--- config.mk ---
export PLATFORM = sky130hd
export DESIGN_NAME = pipeline_hazard_control
export DESIGN_NICKNAME = d
export VERILOG_FILES = /design/src/rtl/pipeline_hazard_control.sv
export SDC_FILE = /design/constraint.sdc
export NUM_CORES = 1
export LEC_CHECK = 0
export ABC_CLOCK_PERIOD_IN_PS = 4900
export BUFFER_PORTS_ARGS = -buffer_cell sky130_fd_sc_hd__buf_4
export CAP_MARGIN = 40
export CORE_ASPECT_RATIO = 0.7
export CORE_MARGIN = 10
export CORE_UTILIZATION = 46
export CTS_CLUSTER_DIAMETER = 30
export DETAILED_ROUTE_END_ITERATION = 16
export PLACE_DENSITY = 0.85
export REMOVE_ABC_BUFFERS = 1
export SYNTH_ARGS = -nofsm -noshare
export SYNTH_HDL_FRONTEND = slang
export SYNTH_SLANG_ARGS = --single-unit
--- constraint.sdc ---
create_clock -name clk -period 4.9 [get_ports clk]
set_input_delay 0.245 -clock clk [delete_from_list [all_inputs] [get_ports clk]]
set_output_delay 0.245 -clock clk [all_outputs]
set_load 0.01 [all_outputs]
--- src/rtl/pipeline_hazard_control.sv ---
// -----------------------------------------------------------------------------
// pipeline_hazard_control
//   Hazard/control unit for a 5-stage in-order pipeline. Detects load-use
//   hazards, handles taken branches (two-cycle flush to cover the wrong-path
//   fetch out of synchronous instruction RAM) and multi-cycle EX operations
//   (stall until done, with a watchdog timeout).
//
//   Optional build macro: PIPE_HAZARD_PERF_EN enables the saturating stall and
//   flush performance counters; without it the counter outputs are tied to 0.
//
// Ports
//   clk, reset                       clock, synchronous active-high reset
//   ID_Rs1/ID_Rs2, ID_UsesRs1/2      sources of the instruction in ID
//   EX_Rd, EX_MemRead                destination / load flag of the EX instr
//   EX_BranchTaken                   EX instruction redirects the PC
//   EX_McStart, EX_McDone            multi-cycle op active / result valid
//   Pc_Stall, IF_ID_Stall, ID_EX_Stall   hold the PC / pipeline registers
//   IF_ID_Flush, ID_EX_Flush, EX_MEM_Flush  bubble into that register
//   Ctrl_State                       FSM state (RUN=0, REDIRECT=1, MC_WAIT=2)
//   Mc_Timeout                       one-cycle multi-cycle timeout pulse
//   Stall_Count, Flush_Count         performance counters
// -----------------------------------------------------------------------------
module pipeline_hazard_control #(
    parameter int unsigned MC_TIMEOUT = 64,
    parameter int unsigned CNT_WIDTH  = 32
) (
    input  logic                 clk,
    input  logic                 reset,
    input  logic [4:0]           ID_Rs1,
    input  logic [4:0]           ID_Rs2,
    input  logic                 ID_UsesRs1,
    input  logic                 ID_UsesRs2,
    input  logic [4:0]           EX_Rd,
    input  logic                 EX_MemRead,
    input  logic                 EX_BranchTaken,
    input  logic                 EX_McStart,
    input  logic                 EX_McDone,
    output logic                 Pc_Stall,
    output logic                 IF_ID_Stall,
    output logic                 ID_EX_Stall,
    output logic                 IF_ID_Flush,
    output logic                 ID_EX_Flush,
    output logic                 EX_MEM_Flush,
    output logic [1:0]           Ctrl_State,
    output logic                 Mc_Timeout,
    output logic [CNT_WIDTH-1:0] Stall_Count,
    output logic [CNT_WIDTH-1:0] Flush_Count
);

    typedef enum logic [1:0] {
        RUN      = 2'd0,
        REDIRECT = 2'd1,
        MC_WAIT  = 2'd2
    } state_e;

    // Wait counter holds (MC_WAIT cycles elapsed - 1); the last allowed cycle
    // is the one where it equals MC_TIMEOUT-1.
    localparam logic [15:0] WAIT_LAST = 16'(MC_TIMEOUT - 1);

    state_e      state_q, state_d;
    logic [15:0] wait_q, wait_d;
    logic        load_use;

    logic pc_stall, ifid_stall, idex_stall;
    logic ifid_flush, idex_flush, exmem_flush, mc_to;

    assign load_use = EX_MemRead && (EX_Rd != 5'd0) &&
                      ((ID_UsesRs1 && (ID_Rs1 == EX_Rd)) ||
                       (ID_UsesRs2 && (ID_Rs2 == EX_Rd)));

    always_comb begin
        state_d     = state_q;
        wait_d      = wait_q;
        pc_stall    = 1'b0;
        ifid_stall  = 1'b0;
        idex_stall  = 1'b0;
        ifid_flush  = 1'b0;
        idex_flush  = 1'b0;
        exmem_flush = 1'b0;
        mc_to       = 1'b0;
        case (state_q)
            RUN: begin
                if (EX_BranchTaken) begin
                    ifid_flush = 1'b1;
                    idex_flush = 1'b1;
                    state_d    = REDIRECT;
                end else if (EX_McStart) begin
                    // A multi-cycle op finishing in its first cycle needs no stall.
                    if (!EX_McDone) begin
                        pc_stall    = 1'b1;
                        ifid_stall  = 1'b1;
                        idex_stall  = 1'b1;
                        exmem_flush = 1'b1;
                        wait_d      = '0;
                        state_d     = MC_WAIT;
                    end
                end else if (load_use) begin
                    pc_stall   = 1'b1;
                    ifid_stall = 1'b1;
                    idex_flush = 1'b1;
                end
            end
            REDIRECT: begin
                // Second flush cycle squashes the wrong-path fetch already in flight.
                ifid_flush = 1'b1;
                idex_flush = 1'b1;
                state_d    = RUN;
            end
            MC_WAIT: begin
                if (EX_McDone) begin
                    state_d = RUN;
                end else if (wait_q == WAIT_LAST) begin
                    // Give up: release the pipe but keep EX/MEM bubbled.
                    exmem_flush = 1'b1;
                    mc_to       = 1'b1;
                    state_d     = RUN;
                end else begin
                    pc_stall    = 1'b1;
                    ifid_stall  = 1'b1;
                    idex_stall  = 1'b1;
                    exmem_flush = 1'b1;
                    wait_d      = wait_q + 16'd1;
                end
            end
            default: state_d = RUN;
        endcase
    end

    always_ff @(posedge clk) begin
        if (reset) begin
            state_q <= RUN;
            wait_q  <= '0;
        end else begin
            state_q <= state_d;
            wait_q  <= wait_d;
        end
    end

    // Outputs are quiet while reset is held, whatever the stale state says.
    assign Pc_Stall     = pc_stall    & ~reset;
    assign IF_ID_Stall  = ifid_stall  & ~reset;
    assign ID_EX_Stall  = idex_stall  & ~reset;
    assign IF_ID_Flush  = ifid_flush  & ~reset;
    assign ID_EX_Flush  = idex_flush  & ~reset;
    assign EX_MEM_Flush = exmem_flush & ~reset;
    assign Mc_Timeout   = mc_to       & ~reset;
    assign Ctrl_State   = state_q;

`ifdef PIPE_HAZARD_PERF_EN
    logic [CNT_WIDTH-1:0] stall_cnt_q, flush_cnt_q;

    always_ff @(posedge clk) begin
        if (reset) begin
            stall_cnt_q <= '0;
            flush_cnt_q <= '0;
        end else begin
            if (Pc_Stall && !(&stall_cnt_q))
                stall_cnt_q <= stall_cnt_q + 1'b1;
            if ((IF_ID_Flush || ID_EX_Flush) && !(&flush_cnt_q))
                flush_cnt_q <= flush_cnt_q + 1'b1;
        end
    end

    assign Stall_Count = stall_cnt_q;
    assign Flush_Count = flush_cnt_q;
`else
    assign Stall_Count = '0;
    assign Flush_Count = '0;
`endif

endmodule

==> summary.md, run 1 <==
| Metric | Value |
|---|---|
| Pin count of the biggest net entering global routing | `17` |
| Wire length of the first global-routing pass | `5.009 mm` |
| FMAX | `0.3764 GHz` |
| Peak VDD IR | `0.00008392 V` |
| Area occupied by multi-input gates | `894.6 sq um` |
| Total clock buffers created by CTS | `3` |
| # hold bufs at CTS | `0` |
| Number of antenna violations at the first check in global routing | `0` |
| Largest fanout of any net on the critical path | `6` |
| Final-report setup violation count | `0` |
| Worst hold path stage count | `2` |
| LEAKAGE | `0.7765 nW` |
| Post-synthesis average cell area | `8.133 sq um` |
| Least-Margin Pin Slew | `0.6094 ns` |
| Buffer depth of the longest clock path | `2` |
| Flip-flop and latch area | `360.3 sq um` |
| Path depth of the worst reg2reg path | `5` |
| Post-synthesis async set-or-reset flop share | `0` |
| Syn. warnings | `0` |
| Remaining routing DRC violations | `0` |
| Path type of the worst setup path | `reg2out` |
| Critical-path top delay cell | `sky130_fd_sc_hd__nor3b_1` |
| Vertical extent of the die | `68.24 um` |
| Number of distinct library cells after synthesis | `33` |
| Number of vias in the routed layout | `1131` |
| Clock Tree Root | `sky130_fd_sc_hd__clkbuf_8` |
| Leading cell types by total area after synthesis | `sky130_fd_sc_hd__buf_4, sky130_fd_sc_hd__dfxtp_1, sky130_fd_sc_hd__xor2_1, sky130_fd_sc_hd__nor2_1, sky130_fd_sc_hd__nand3_1` |
| Buf+Inv Stages, Crit Path | `1` |
| Count of standard-cell rows | `17` |
| RSZ-0062 raised after global routing | `no` |
| Library cell with the largest summed area after synthesis | `sky130_fd_sc_hd__buf_4` |
| Die ar. | `6067 sq um` |
| Post-route clock skew | `0.005962 ns` |
| Layout cell share with drive strength beyond 1 | `0.1743` |
| Commonest cells after routing, fill and taps aside | `sky130_fd_sc_hd__conb_1, sky130_fd_sc_hd__buf_4, sky130_fd_sc_hd__nor2_1, sky130_fd_sc_hd__xor2_1, sky130_fd_sc_hd__dfxtp_1` |
| Cells after Synth | `188` |
| HPWL after detailed placement | `3.110 mm` |
| Endpoint of the most critical register-to-register path | `wait_q[1]` |
| Relative slew slack | `0.5928` |
| Setup TNS | `0 ns` |
| Fraction of synthesized cell area taken by the top area cell type | `0.3191` |
| Overall power after layout | `331.1 uW` |
| Required arrival time at the worst endpoint | `4.66 ns` |
| Largest delay contributor family on the critical path | `compound AO/OA/AOI/OAI gates` |
| Sequential element share of the synthesized area | `0.2357` |
| End of the worst hold path | `Ctrl_State[0]` |
| Fraction of the mapped netlist area in compound gates | `0.06137` |
| Average via count per standard cell | `4.418` |
| Syn-to-layout area delta | `4.255%` |
| Hold Path Origin | `EX_BranchTaken` |
| Number of synthesized flops with an enable pin | `0` |
| Number of hold violations in the final report | `0` |
| Element type at the critical path start | `flip-flop` |
| Most instantiated flip-flop cell in the synthesis netlist | `sky130_fd_sc_hd__dfxtp_1` |
| Multiplexer share of the synthesized area | `0.006547` |
| Fin nets | `243` |
| TritonCTS clock tree | `yes` |
| Chain of cells forming the critical path | `nor3b_1, o21ai_0, a211oi_1, o21bai_1, buf_4` |
| Core area | `3169 sq um` |
| Wire length per cell after detailed routing | `14.04 um` |
| Hold_ws | `0.2157 ns` |
| Maxcap violations | `0` |
| Adder and majority cell fraction of the synthesized area | `0.008183` |
| H-tree depth | `1` |
| Placer Congestion | `0.8332` |
| Number of sinks on the clock net | `18` |
| Post-route antenna net violation count | `0` |
| Worst hold path type | `in2reg` |
| Worst reg2reg path startpoint | `wait_q[8]` |
| Final worst slack | `2.243 ns` |
| Most common library cell in the layout ignoring fill and taps | `sky130_fd_sc_hd__conb_1` |
| WP data arrival | `2.41 ns` |
| Setup Fix Bufs, Post-CTS | `0` |
| Total Wirelength | `3.595 mm` |
| Initial Util | `0.4824` |
| Flop and latch count out of synthesis | `18` |
| Min Clock Period, post-route | `2.657 ns` |
| Cell area after synthesis | `1529 sq um` |
| Die Width | `88.91 um` |
| Crit path capture type | `output pin` |
| Pwr per Cell Area | `207.7 nW/um^2` |
| Count of instances resized after the clock tree is built | `0` |
| Worst path max stage delay | `0.55 ns` |
| Number of design-rule violations left by the first detailed-router iteration | `100` |
| Synth Area in Simple Gates | `0.2144` |
| Max-slew violation total from the final report | `0` |
| Worst setup timing slack at the placement stage | `2.536 ns` |
| FILL cells | `307` |
| Count of input and output buffers | `31` |
| I/O pin total | `96` |
| First-pass detailed-route iteration total | `4` |
| Via count of the first global-routing pass | `1000` |
| Share of the clock period used by the worst path | `0.5422` |
| Overall routing resource usage | `0.1060` |
| Result of the run | `finished, final reports clean` |
| Total congestion overflow after global routing | `0` |
| Source-to-sink clock delay at the later pin of the worst-skew pair | `0.25 ns` |
| Xor and xnor area share after synthesis | `0.1375` |
| Diode insertion count for antenna repair | `0` |
| Clock slew at reported path FFs | `0.07 ns` |
| Reg2reg setup slack | `2.91 ns` |
| Combinational family with the most area after synthesis | `buffers and inverters` |
==> through the flow <==
| stage | instance area [sq um] | cells | utilization |
|---|---|---|---|
| 2_1_floorplan | 1259 | 183 | - |
| 3_3_place_gp | 1539 | 252 | 0.4856 |
| 3_5_place_dp | 1539 | 252 | 0.4856 |
| 5_1_grt | 1594 | 256 | 0.5030 |
| 4_1_cts | 1594 | 256 | 0.5030 |
| 6_report | 1594 | 256 | 0.5030 |
==> cells in the mapped netlist, drive strengths merged, types with 2 or more instances <==
master  count
a211oi      3
buf        66
and3        4
nor3        4
o21ai       5
clkbuf      2
nand2b      2
nor4        5
nand3      13
nand4       2
xor2       21
o211ai      2
dfxtp      18
nor2       22
and4        2
xnor2       3
==> layer usage <==
layer	global-route usage	vias up	routed length (um)
met5	0	-	0
met4	0.02410	0	25
li1	-	563	-
met2	0.1993	46	2000
met1	0.1219	520	1320
met3	0.02017	2	249
==> registers in the layout (all words and copies together) (netlist names) <==
signal      flops
Ctrl_State      2
wait_q         16
==> report_power, final <==
group | internal (mW) | switching [mW] | leakage (nW)
clock network | 0.0713 | 0.0470 | 0.0288
logic | 0.0217 | 0.0423 | 0.603
registers | 0.147 | 0.00164 | 0.145
==> kinds of logic (layout without fill, tap and decap cells) <==
group                      Yosys count  in the layout
AOI/OAI and AO/OA                   14             14
xor gates and xnor gates            24             24
adders and majority gates            1              1
buffers and inverters               69             36
DFF                                 18             18
muxes                                1              1
other                                1             64
and+or+nand+nor                     60             60
==> how the worst max path moves through the flow <==
stage | startpoint | to | slack (ns) | cells after the start
after global placement | wait_q[6] | IF_ID_Stall | 2.77 | 6
after detailed placement | Ctrl_State[1] | IF_ID_Stall | 2.54 | 5
after floorplan | Ctrl_State[1] | IF_ID_Stall | 2.75 | 4
after global routing | Ctrl_State[1] | Pc_Stall | 2.02 | 5
final | Ctrl_State[1] | IF_ID_Stall | 2.24 | 5
after CTS | Ctrl_State[1] | IF_ID_Stall | 2.24 | 5
==> layout make-up <==
class,instances,share of cell area
Tap cell,38,0.02983
Timing Repair Buffer,31,0.1460
Sequential cell,18,0.2261
Multi-Input combinational cell,164,0.5612
Inverter,1,0.002355
Clock buffer,4,0.03454
Power figures use the tool's default switching activity.
==> inputs of run 2 (changes only) <==
Settings changed: ABC_CLOCK_PERIOD_IN_PS 4900 to 2400, CORE_UTILIZATION 46 to 39, PLACE_DENSITY 0.85 to 0.77.
Clock period 4.9 ns to 2.4 ns, I/O delays scaled along.
==> run 2 against run 1 <==
- setup slack got worse by 1.9 ns
- combinational power rose by 100%
- clock power rose by 110%
- highest routed layer unchanged
==> summary.md, run 2 (synthesis results as in run 1) <==
| Metric | Value |
|---|---|
| Worst hold path stage count | `2 (unchanged)` |
| Setup Fix Bufs, Post-CTS | `0 (unchanged)` |
| Number of sinks on the clock net | `18 (unchanged)` |
| Placer Congestion | `0.8540 (was 0.8332)` |
| Post-route cell area | `1624 sq um (was 1594 sq um)` |
| Count of input and output buffers | `31 (unchanged)` |
| RSZ-0062 raised after global routing | `no (unchanged)` |
| Worst reg2reg path startpoint | `Ctrl_State[0] (was wait_q[8])` |
| CP endpoint | `IF_ID_Stall (unchanged)` |
| First-pass detailed-route iteration total | `4 (unchanged)` |
| Die Width | `94.84 um (was 88.91 um)` |
| Total Wirelength | `3.611 mm (was 3.595 mm)` |
| Count of standard-cell rows | `18 (was 17)` |
| Element type at the critical path start | `flip-flop (unchanged)` |
| Fin nets | `245 (was 243)` |
| Hold_ws | `0.06933 ns (was 0.2157 ns)` |
| Via count of the first global-routing pass | `1021 (was 1000)` |
| Die ar. | `6865 sq um (was 6067 sq um)` |
| # hold bufs at CTS | `0 (unchanged)` |
| H-tree depth | `1 (unchanged)` |
| Overall routing resource usage | `0.09246 (was 0.1060)` |
| Overall power after layout | `681.9 uW (was 331.1 uW)` |
| Endpoint of the most critical register-to-register path | `wait_q[12] (was wait_q[1])` |
| Path type of the worst setup path | `reg2out (unchanged)` |
| Pin count of the biggest net entering global routing | `17 (unchanged)` |
| Pwr per Cell Area | `419.9 nW/um^2 (was 207.7 nW/um^2)` |
| Final worst slack | `0.3075 ns (was 2.243 ns)` |
| Peak VDD IR | `0.0003211 V (was 0.00008392 V)` |
| Most flop-heavy register | `wait_q (unchanged)` |
| Max-slew violation total from the final report | `0 (unchanged)` |
| WP data arrival | `1.97 ns (was 2.41 ns)` |
| Post-route clock skew | `0.003231 ns (was 0.005962 ns)` |
| Core area | `3649 sq um (was 3169 sq um)` |
| Min Clock Period, post-route | `2.093 ns` |
| Post-route antenna net violation count | `0 (unchanged)` |
| Worst hold path type | `in2reg (unchanged)` |
| Clock Tree Root | `sky130_fd_sc_hd__clkbuf_8 (unchanged)` |
| Result of the run | `finished, final reports clean (unchanged)` |
| Remaining routing DRC violations | `0 (unchanged)` |
| DP Cell Count | `266 (was 252)` |
| Number of antenna violations at the first check in global routing | `0 (unchanged)` |
| Number of hold violations in the final report | `0 (unchanged)` |
| Wire length of the first global-routing pass | `5.230 mm (was 5.009 mm)` |
| Largest register FFs | `16 (unchanged)` |
| I/O pin total | `96 (unchanged)` |
| Launch point of the critical path | `wait_q[6] (was Ctrl_State[1])` |
| Least-Margin Pin Slew | `0.6046 ns (was 0.6094 ns)` |
| Vertical extent of the die | `72.39 um (was 68.24 um)` |
| Largest fanout of any net on the critical path | `10 (was 6)` |
| Post-layout util | `0.4451 (was 0.5030)` |
| Setup TNS | `0 ns (unchanged)` |
| FILL cells | `355 (was 307)` |
| Required arrival time at the worst endpoint | `2.28 ns (was 4.66 ns)` |
| Buffer depth of the longest clock path | `2 (unchanged)` |
| Maxcap violations | `0 (unchanged)` |
| HPWL after detailed placement | `3.073 mm (was 3.110 mm)` |
| Share of the clock period used by the worst path | `0.8719` |
| FMAX | `0.4779 GHz` |
| Number of vias in the routed layout | `1102 (was 1131)` |
| Final standard cell count with taps included and fillers excluded | `270 (was 256)` |
| Final-report setup violation count | `0 (unchanged)` |
| Number of design-rule violations left by the first detailed-router iteration | `45 (was 100)` |
| Total congestion overflow after global routing | `0 (unchanged)` |
| Most common library cell in the layout ignoring fill and taps | `sky130_fd_sc_hd__conb_1 (unchanged)` |
| Clock slew at reported path FFs | `0.07 ns (about the same)` |
| Total clock buffers created by CTS | `3 (unchanged)` |
| Path depth of the worst reg2reg path | `5 (unchanged)` |
| TritonCTS clock tree | `yes (unchanged)` |
| Post-DP Area | `1569 sq um (was 1539 sq um)` |
| Count of instances resized after the clock tree is built | `0 (unchanged)` |
| Layout cell share with drive strength beyond 1 | `0.1818 (was 0.1743)` |
| Commonest cells after routing, fill and taps aside | `sky130_fd_sc_hd__conb_1, sky130_fd_sc_hd__buf_4, sky130_fd_sc_hd__nor2_1, sky130_fd_sc_hd__xor2_1, sky130_fd_sc_hd__dfxtp_1 (unchanged)` |
| Average via count per standard cell | `4.081 (was 4.418)` |
| LEAKAGE | `0.7861 nW (was 0.7765 nW)` |
| Initial Util | `0.4191 (was 0.4824)` |
| Wire length per cell after detailed routing | `13.37 um (was 14.04 um)` |
| Diode insertion count for antenna repair | `0 (unchanged)` |
| Crit path capture type | `output pin (unchanged)` |
| Worst setup timing slack at the placement stage | `0.5688 ns (was 2.536 ns)` |
| Source-to-sink clock delay at the later pin of the worst-skew pair | `0.26 ns (was 0.25 ns)` |
| Reg2reg setup slack | `0.52 ns (was 2.91 ns)` |
| Relative slew slack | `0.5969 (was 0.5928)` |
| Syn-to-layout area delta | `6.219% (was 4.255%)` |
## run 2: cell type report
type | count | area (sq um) | area share
multi-input cells | 164 | 894.6 | 0.5508
flip-flops and latches | 18 | 360.3 | 0.2219
repair buffers | 33 | 247.7 | 0.1525
well taps | 50 | 62.56 | 0.03852
clock buffers | 4 | 55.05 | 0.03390
inverters | 1 | 3.754 | 0.002311
## run 2: layer usage
metal | track usage | part of all wire | up-vias
li1 | - | - | 565
met1 | 0.1097 | 0.40 | 500
met2 | 0.1664 | 0.53 | 33
met3 | 0.01336 | 0.054 | 4
met4 | 0.02980 | 0.012 | 0
met5 | 0 | 0 | -
## run 2: critical path: stages (launching register included)
cell and delay (ns):
sky130_fd_sc_hd__dfxtp_1 0.35, sky130_fd_sc_hd__nor4_1 0.35, sky130_fd_sc_hd__nand3_2 0.26, sky130_fd_sc_hd__o21ai_0 0.28, sky130_fd_sc_hd__a211oi_1 0.13, sky130_fd_sc_hd__o21bai_1 0.19, sky130_fd_sc_hd__buf_4 0.16
## run 2: worst min path at each step
stage / end / startpoint / slack (ns)
6_report: Ctrl_State[1] / reset / 0.07
3_3_place_gp: Ctrl_State[1] / reset / 0.34
5_1_grt: Ctrl_State[1] / reset / 0.07
2_1_floorplan: Ctrl_State[1] / reset / 0.19
3_5_place_dp: Ctrl_State[1] / reset / 0.34
4_1_cts: Ctrl_State[1] / reset / 0.06
## run 2: power by group
part / switching (mW) / internal [mW] / total [mW]
registers: 0.00337 / 0.300 / 0.304
logic: 0.0860 / 0.0448 / 0.131
clock network: 0.101 / 0.146 / 0.247
total: 0.191 / 0.491 / 0.682
==> inputs of run 3 (changes only) <==
Settings changed: BUFFER_PORTS_ARGS -buffer_cell sky130_fd_sc_hd__buf_4 to default, CORE_UTILIZATION 39 to 57, DONT_BUFFER_PORTS from default to 1, PLACE_DENSITY 0.77 to 0.75.
==> run 3 against run 2 <==
- global-route usage is 2.8 points higher
- cell area is 15% lower
- sequential share of layout area is 3.8 points higher
- wire length is 6.8% lower
- largest cell class unchanged
==> summary.md, run 3 (synthesis results as in run 1) <==
| Metric | Value |
|---|---|
| Post-route cell area | `1385 sq um (was 1624 sq um)` |
| Flip-flop and latch area | `360.3 sq um (unchanged)` |
| Total net switching power | `169.8 uW (was 190.7 uW)` |
| Result of the run | `finished, final reports clean (unchanged)` |
| Largest fanout of any net on the critical path | `10 (unchanged)` |
| Peak VDD IR | `0.0002041 V (was 0.0003211 V)` |
| Setup TNS | `0 ns (unchanged)` |
| Wire length of the first global-routing pass | `5.112 mm (was 5.230 mm)` |
| Pwr per Cell Area | `433.3 nW/um^2 (was 419.9 nW/um^2)` |
| Source-to-sink clock delay at the later pin of the worst-skew pair | `0.25 ns (was 0.26 ns)` |
| Post-DP Area | `1324 sq um (was 1569 sq um)` |
| Count of instances resized after the clock tree is built | `0 (unchanged)` |
| First-pass detailed-route iteration total | `4 (unchanged)` |
| Overall power after layout | `600.2 uW (was 681.9 uW)` |
| Chain of cells forming the critical path | `nor4_1, nand3_2, o21ai_0, buf_4, a211oi_1, o21bai_1 (was nor4_1, nand3_2, o21ai_0, a211oi_1, o21bai_1, buf_4)` |
| Initial Util | `0.6080 (was 0.4191)` |
| Number of vias in the routed layout | `1089 (was 1102)` |
| RSZ-0062 raised after global routing | `no (unchanged)` |
| Count of standard-cell rows | `15 (was 18)` |
| Path type of the worst setup path | `reg2out (unchanged)` |
| Buffer depth of the longest clock path | `2 (unchanged)` |
| Max-slew violation total from the final report | `0 (unchanged)` |
| Comb pwr share | `0.152 (was 0.192)` |
| Total congestion overflow after global routing | `0 (unchanged)` |
| Share of total power consumed by net switching | `0.2830 (was 0.2797)` |
| Remaining routing DRC violations | `0 (unchanged)` |
| Post-route clock skew | `0.006717 ns (was 0.003231 ns)` |
| Portion of total power attributed to the clock network | `0.340 (was 0.363)` |
| WP data arrival | `1.98 ns (was 1.97 ns)` |
| I/O pin total | `96 (unchanged)` |
| Hold_ws | `0.09460 ns (was 0.06933 ns)` |
| Post-route antenna net violation count | `0 (unchanged)` |
| Element type at the critical path start | `flip-flop (unchanged)` |
| Fin nets | `217 (was 245)` |
| Area occupied by multi-input gates | `894.6 sq um (unchanged)` |
| Most common library cell in the layout ignoring fill and taps | `sky130_fd_sc_hd__conb_1 (unchanged)` |
| Die Width | `81.91 um (was 94.84 um)` |
| Reg power frac | `0.508 (was 0.446)` |
| Number of sinks on the clock net | `18 (unchanged)` |
| Number of hold violations in the final report | `0 (unchanged)` |
| Worst hold path type | `in2reg (unchanged)` |
| Wire length per cell after detailed routing | `14.96 um (was 13.37 um)` |
| Vertical extent of the die | `63.33 um (was 72.39 um)` |
| Most flop-heavy register | `wait_q (unchanged)` |
| Core area | `2515 sq um (was 3649 sq um)` |
| Internal power | `430.4 uW (was 491.2 uW)` |
| HPWL after detailed placement | `2.882 mm (was 3.073 mm)` |
| Pin count of the biggest net entering global routing | `17 (unchanged)` |
| Via count of the first global-routing pass | `1084 (was 1021)` |
| Average via count per standard cell | `4.840 (was 4.081)` |
| Diode insertion count for antenna repair | `0 (unchanged)` |
| Clock Tree Root | `sky130_fd_sc_hd__clkbuf_8 (unchanged)` |
| Crit path capture type | `output pin (unchanged)` |
| FMAX | `0.4751 GHz (was 0.4779 GHz)` |
| TritonCTS clock tree | `yes (unchanged)` |
| Least-Margin Pin Slew | `0.6176 ns (was 0.6046 ns)` |
| Required arrival time at the worst endpoint | `2.28 ns (about the same)` |
| Placer Congestion | `0.8131 (was 0.8540)` |
| Number of design-rule violations left by the first detailed-router iteration | `71 (was 45)` |
| Count of input and output buffers | `0 (was 31)` |
| Buf+Inv Stages, Crit Path | `1 (unchanged)` |
| Commonest cells after routing, fill and taps aside | `sky130_fd_sc_hd__conb_1, sky130_fd_sc_hd__nor2_1, sky130_fd_sc_hd__xor2_1, sky130_fd_sc_hd__dfxtp_1, sky130_fd_sc_hd__nand3_1 (was sky130_fd_sc_hd__conb_1, sky130_fd_sc_hd__buf_4, sky130_fd_sc_hd__nor2_1, sky130_fd_sc_hd__xor2_1, sky130_fd_sc_hd__dfxtp_1)` |
| Largest register FFs | `16 (unchanged)` |
| Syn-to-layout area delta | `-9.411% (was 6.219%)` |
| Final-report setup violation count | `0 (unchanged)` |
| H-tree depth | `1 (unchanged)` |
| Maxcap violations | `0 (unchanged)` |
| Min Clock Period, post-route | `2.105 ns (was 2.093 ns)` |
| Largest delay contributor family on the critical path | `simple AND/OR/NAND/NOR gates (unchanged)` |
| Clock slew at reported path FFs | `0.06 ns (was 0.07 ns)` |
| Worst path max stage delay | `0.40 ns (was 0.35 ns)` |
| Number of antenna violations at the first check in global routing | `0 (unchanged)` |
| Relative slew slack | `0.5882 (was 0.5969)` |
| FILL cells | `252 (was 355)` |
| Total Wirelength | `3.367 mm (was 3.611 mm)` |
| Critical-path top delay cell | `sky130_fd_sc_hd__nor4_1 (was sky130_fd_sc_hd__dfxtp_1)` |
| Die ar. | `5187 sq um (was 6865 sq um)` |
| Total clock buffers created by CTS | `3 (unchanged)` |
| Share of the clock period used by the worst path | `0.8771 (was 0.8719)` |
| Overall routing resource usage | `0.1200 (was 0.09246)` |
| Layout cell share with drive strength beyond 1 | `0.04712 (was 0.1818)` |
| LEAKAGE | `0.6391 nW (was 0.7861 nW)` |
## run 3: changes by cell type in the layout (fill, tap and decap cells not counted)
cell | previous run | this run
sky130_fd_sc_hd__buf_4 | 33 | 3
sky130_fd_sc_hd__clkbuf_8 | 4 | 3
sky130_fd_sc_hd__dlygate4sd3_1 | 0 | 2
## run 3: final timing paths
kind	slack [ns]	startpoint	to	depth (start not counted)
min reg2reg	0.52	wait_q[4]	wait_q[4]	2
min	0.09	reset	Ctrl_State[0]	2
max	0.30	wait_q[8]	IF_ID_Stall	6
max reg2reg	0.46	Ctrl_State[1]	wait_q[12]	5
## run 3: power by group through the flow
| stage | registers, mW | clock network, mW | logic, mW |
|---|---|---|---|
| floorplan | 0.310 | 0 | 0.0725 |
| global route | 0.305 | 0.225 | 0.101 |
| detailed placement | 0.311 | 0 | 0.0807 |
| finish | 0.305 | 0.204 | 0.0912 |
| CTS | 0.305 | 0.212 | 0.0838 |
| global placement | 0.311 | 0 | 0.0794 |
## run 3: through the flow
stage	setup WS, ns	util	cells
6_report	0.2950	0.5507	225
4_1_cts	0.2866	0.5507	225
5_1_grt	0.05136	0.5507	225
3_3_place_gp	0.5515	0.5264	220
3_5_place_dp	0.4578	0.5264	220
2_1_floorplan	0.3786	-	183
## run 3: area by class of cell
type	instances	area share
multi-input combinational	164	0.6459
sequential	18	0.2602
timing repair buffer	5	0.03071
tap	34	0.03071
inverter	1	0.002710
clock buffer	3	0.02981
## run 3: worst register-to-register path, delay by kind of cell, from the launching register on
family           cells  cell delay [ns]
AND/OR/NAND/NOR      4             1.27
AO/OA/AOI/OAI        1             0.13
flip-flops           1             0.46
## run 3: timing repair
action                                 4_1_cts  5_1_grt
endpoints found under the hold margin        2        0
setup buffers                                0        0
hold buffers                                 2        0
## run 3: metal layers
layer	GRT usage	share of wire	vias up
met5	0	0	-
met4	0.01695	0.0042	0
met3	0.06374	0.16	2
met2	0.2012	0.46	73
met1	0.1328	0.38	506
li1	-	-	508
